===== src/rtl/bist_sum_total.sv =====
// Self-test sweeper for the sumTotal full adder: drives all eight input vectors,
// checks both adder implementations against the full-adder truth table and reports the results.
module bist_sum_total #(
  parameter int SETTLE = 1
) (
  input  logic       clk,
  input  logic       rst_n,
  input  logic       start,
  output logic       in_a,
  output logic       in_b,
  output logic       cin,
  input  logic       sumPuertas,
  input  logic       coutPuertas,
  input  logic       sumComp,
  input  logic       coutComp,
  output logic       busy,
  output logic       done,
  output logic       pass,
  output logic [3:0] err_count,
  output logic [2:0] first_err_vec,
  output logic       first_err_valid
);

  typedef enum logic [1:0] {S_IDLE, S_WAIT, S_CHECK, S_DONE} state_t;

  localparam logic [3:0] RELOAD = 4'(SETTLE - 1);

  state_t     state_q, state_d;
  logic [2:0] vec_q, vec_d;
  logic [3:0] cnt_q, cnt_d;
  logic [3:0] err_q, err_d;
  logic [2:0] ferr_q, ferr_d;
  logic       fval_q, fval_d;

  logic exp_sum, exp_cout, vec_fail, launch;

  assign exp_sum  = ^vec_q;
  assign exp_cout = (vec_q[2] & vec_q[1]) | (vec_q[2] & vec_q[0]) | (vec_q[1] & vec_q[0]);
  // Any number of mismatching outputs on one vector counts as a single failure.
  assign vec_fail = (sumPuertas != exp_sum) | (sumComp != exp_sum) |
                    (coutPuertas != exp_cout) | (coutComp != exp_cout);
  assign launch   = start && ((state_q == S_IDLE) || (state_q == S_DONE));

  always_ff @(posedge clk or negedge rst_n) begin
    if (!rst_n) begin
      state_q <= S_IDLE;
      vec_q   <= 3'd0;
      cnt_q   <= 4'd0;
      err_q   <= 4'd0;
      ferr_q  <= 3'd0;
      fval_q  <= 1'b0;
    end else begin
      state_q <= state_d;
      vec_q   <= vec_d;
      cnt_q   <= cnt_d;
      err_q   <= err_d;
      ferr_q  <= ferr_d;
      fval_q  <= fval_d;
    end
  end

  always_comb begin
    state_d = state_q;
    vec_d   = vec_q;
    cnt_d   = cnt_q;
    err_d   = err_q;
    ferr_d  = ferr_q;
    fval_d  = fval_q;
    case (state_q)
      S_IDLE, S_DONE: begin
        if (launch) begin
          state_d = S_WAIT;
          vec_d   = 3'd0;
          cnt_d   = RELOAD;
          err_d   = 4'd0;
          ferr_d  = 3'd0;
          fval_d  = 1'b0;
        end
      end
      S_WAIT: begin
        if (cnt_q == 4'd0) begin
          state_d = S_CHECK;
        end else begin
          cnt_d = cnt_q - 4'd1;
        end
      end
      S_CHECK: begin
        if (vec_fail) begin
          err_d = err_q + 4'd1;
          if (!fval_q) begin
            ferr_d = vec_q;
            fval_d = 1'b1;
          end
        end
        if (vec_q == 3'd7) begin
          state_d = S_DONE;
        end else begin
          state_d = S_WAIT;
          vec_d   = vec_q + 3'd1;
          cnt_d   = RELOAD;
        end
      end
      default: state_d = S_IDLE;
    endcase
  end

  always_comb begin
    busy = (state_q == S_WAIT) || (state_q == S_CHECK);
    done = (state_q == S_DONE);
    pass = (state_q == S_DONE) && (err_q == 4'd0);
  end

  assign {in_a, in_b, cin} = vec_q;
  assign err_count         = err_q;
  assign first_err_vec     = ferr_q;
  assign first_err_valid   = fval_q;

endmodule


===== config.mk =====
export PLATFORM = sky130hd
export DESIGN_NAME = bist_sum_total
export DESIGN_NICKNAME = d
export VERILOG_FILES = /design/src/rtl/bist_sum_total.sv
export SDC_FILE = /design/constraint.sdc
export NUM_CORES = 1
export LEC_CHECK = 0
export ABC_AREA = 1
export ABC_CLOCK_PERIOD_IN_PS = 3930
export BUFFER_PORTS_ARGS = -buffer_cell sky130_fd_sc_hd__buf_2
export CAP_MARGIN = 25
export CORE_MARGIN = 1
export CORE_UTILIZATION = 40
export DETAILED_ROUTE_END_ITERATION = 10
export HOLD_SLACK_MARGIN = 0.12
export SYNTH_ARGS = -nofsm -noshare
export SYNTH_HDL_FRONTEND = slang
export SYNTH_SLANG_ARGS = --single-unit

===== constraint.sdc =====
create_clock -name clk -period 3.93 [get_ports clk]
set_clock_uncertainty 0.2 [all_clocks]
set_input_delay 0.1965 -clock clk [delete_from_list [all_inputs] [get_ports clk]]
set_output_delay 0.1965 -clock clk [all_outputs]
set_load 0.005 [all_outputs]

==> metrics.txt <==
status completed; CTS tree yes; IO Port Bufs 20; Power Density 580 mW/mm^2; layout cells sized above 1 24.1%; Area contributors post-synth dfrtp_1 38%, nand2_1 15%, ha_1 10%; Placed Cells 191; Max transition margin 69.9%; fin crit period 1.91 ns; clk buf depth 2; leading area contributor after synthesis dfrtp_1; Syn Std Cell Area 0.00111 sq mm; Vias 926; initial antenna violation count 0; max-slew violations 0; Die Span X 54.8 microns; Die Y 54.8 microns; post-route ant nets 0; R2R depth 7; Filler Cell Count 255; Root Driver clkbuf_4; count leader, synth nand2_1; first-pass GRT wire length 3.47 mm; mean post-synth cell area 7.84 sq um; Initial DRC Count 21; commonest cells in the netlist 45 x nand2_1, 17 x dfrtp_1, 17 x inv_1; Cell Area, Placed 0.00124 sq mm; Critical Path Sink Type register; GR Overflow Total 0; Primary FF master, synth dfrtp_1; fin util 50.1%; Async S/R FF share, synth 100%; Final setup viols 0; # diodes 0; Post-Synthesis Cells 142; Seq/Total Area, Yosys 38.2%; main combinational cell family by area after synthesis simple AND/OR/NAND/NOR gates; leakage 0.754 nW; non-filler cells, final 196; clock-pin transition on the worst setup and hold timing paths 0.10 ns; setup_tns 0 ns; Hold Path Class in2reg; Yosys top cell area share 38.2%; Initial Util 43.8%; gr usage total 16.6%; post-cts resize count 0; nets 184; post-synth cell types 22; clk_lat worst skew 0.28 ns; part of the cycle the worst path needs 48.6%; actual slew at the worst max-slew pin 0.451 ns; Ys Warns 0; drc violations 0; adder-cell area share of the yosys netlist 11.9%; 1st-pass router iterations 4; post-detail-place hpwl 1.65 mm; Die ar. 0.00300 sq mm; Cell Rows 18; top-level I/O count 21; area grow syn2layout 14.6%; final worst-path setup slack 2.02 ns; vias in the first global route 830; Tot Pwr 0.740 mW; hold_ws 0.123 ns; CTS H-Tree Depth 1; Clock Sinks 17; Post-Route WL 2.06 mm; Critical Path Source Type register; Vias/cell 4.72; Reg area 425 sq um; RSZ-0062 raised after global routing false; mux share of post-synthesis cell area 0%; Max-Cap Viols 0; Synth Area in Compound Gates 6.63%; design area 0.00128 sq mm; XOR/XNOR Fraction of Synth Area 1.57%; Hold Path Depth 5; number of synthesized flops with an enable pin 0; average wire per standard cell 10.5 microns; Core Region 0.00254 sq mm; largest net degree at the start of global routing 18; Post-CTS Setup Bufs 0; max frequency 523 MHz; final hold viol count 0; simple-gate share of the synthesized area 33.6%; Req. time, crit path 3.91 ns; FF+latch count, synth 17; area used by multi-input combinational logic 598 sq um; worst-path maximum fanout 12; critical setup path kind reg2reg; CTS Buf Count 3; cts hold-fix bufs 1; Critical Path AT 1.89 ns; Worst VDD drop 403 uV; pre-CTS setup slack 2.01 ns; Final Wtd Congestion 0.765; Synthesized Nets 159
==> logic make-up after synthesis <==
| kind of cell | Yosys count |
|---|---|
| AND/OR/NAND/NOR | 80 |
| buffers and inverters | 22 |
| adder cells (fa/ha/maj) | 10 |
| AO/OA/AOI/OAI | 11 |
| XOR/XNOR | 2 |
| flip-flops | 17 |
==> per-layer routing <==
metal | wire length, microns | share of wire, % | track usage [%] | vias up
met5 | 0 | 0 | 0 | -
met4 | 15 | 0.73 | 3.85 | 0
met3 | 67 | 3.3 | 5.00 | 2
met2 | 1060 | 52 | 29.5 | 11
met1 | 913 | 44 | 19.1 | 421
li1 | - | - | - | 492
==> worst paths after layout <==
kind                                        start                           end  slack [ns]
setup / recovery           state_q[0]$_DFFE_PN0P_      err_count[1]$_DFFE_PN0P_        2.02
min in group asynchronous                   rst_n  first_err_vec[0]$_DFFE_PN0P_        0.15
hold reg to reg              cnt_q[0]$_DFFE_PN0P_          cnt_q[0]$_DFFE_PN0P_        0.28
setup reg to reg           state_q[0]$_DFFE_PN0P_      err_count[1]$_DFFE_PN0P_        2.02
max in group asynchronous                   rst_n          cnt_q[2]$_DFFE_PN0P_        3.10
hold / removal                              start        state_q[1]$_DFFE_PN0P_        0.12
==> power breakdown <==
| part | switching, mW | internal [mW] | total (mW) |
|---|---|---|---|
| combinational | 0.249 | 0.147 | 0.396 |
| clock | 0.0526 | 0.0394 | 0.0920 |
| sequential | 0.0408 | 0.211 | 0.252 |
==> flip-flops by register name, summed over array words and instances (netlist names) <==
signal / cells
err_count: 4
state_q: 2
vec_q: 3
first_err_valid: 1
first_err_vec: 3
cnt_q: 4
==> critical path, cell delays in order, from the launching register on <==
cell	delay, ns
dfrtp_1	0.45
inv_1	0.08
ha_1	0.43
inv_1	0.20
a21oi_4	0.25
nand2_4	0.09
nand2_1	0.06
nand2_1	0.05
==> cell type report <==
class | instances | share of cell area, %
multi-input combinational | 103 | 46.9
inverter | 21 | 6.18
tap | 30 | 2.94
sequential | 17 | 33.3
clock buffer | 4 | 2.06
timing repair buffer | 21 | 8.63
==> cell usage in the layout (no fill, tap or decap) <==
master         synthesis  routed
dlygate4sd3_1          0       1
xnor2_1                1       1
inv_1                 17      17
nor2_1                 8       8
nand2_1               45      45
nor3_1                 1       1
fa_1                   1       1
nand4_1                2       2
nand2_2                3       3
nor2_2                 2       2
o21ai_1                7       7
buf_2                  0      20
o21ai_2                1       1
clkbuf_1               0       1
a21oi_4                1       1
nand2_4                4       4
dfrtp_1               17      17
ha_1                   9       9
nor2_4                 1       1
inv_2                  4       4
nand3_1               14      14
clkbuf_4               0       3
xor2_1                 1       1
o21ai_0                1       1
a21oi_2                1       1
Power figures use the tool's default switching activity.
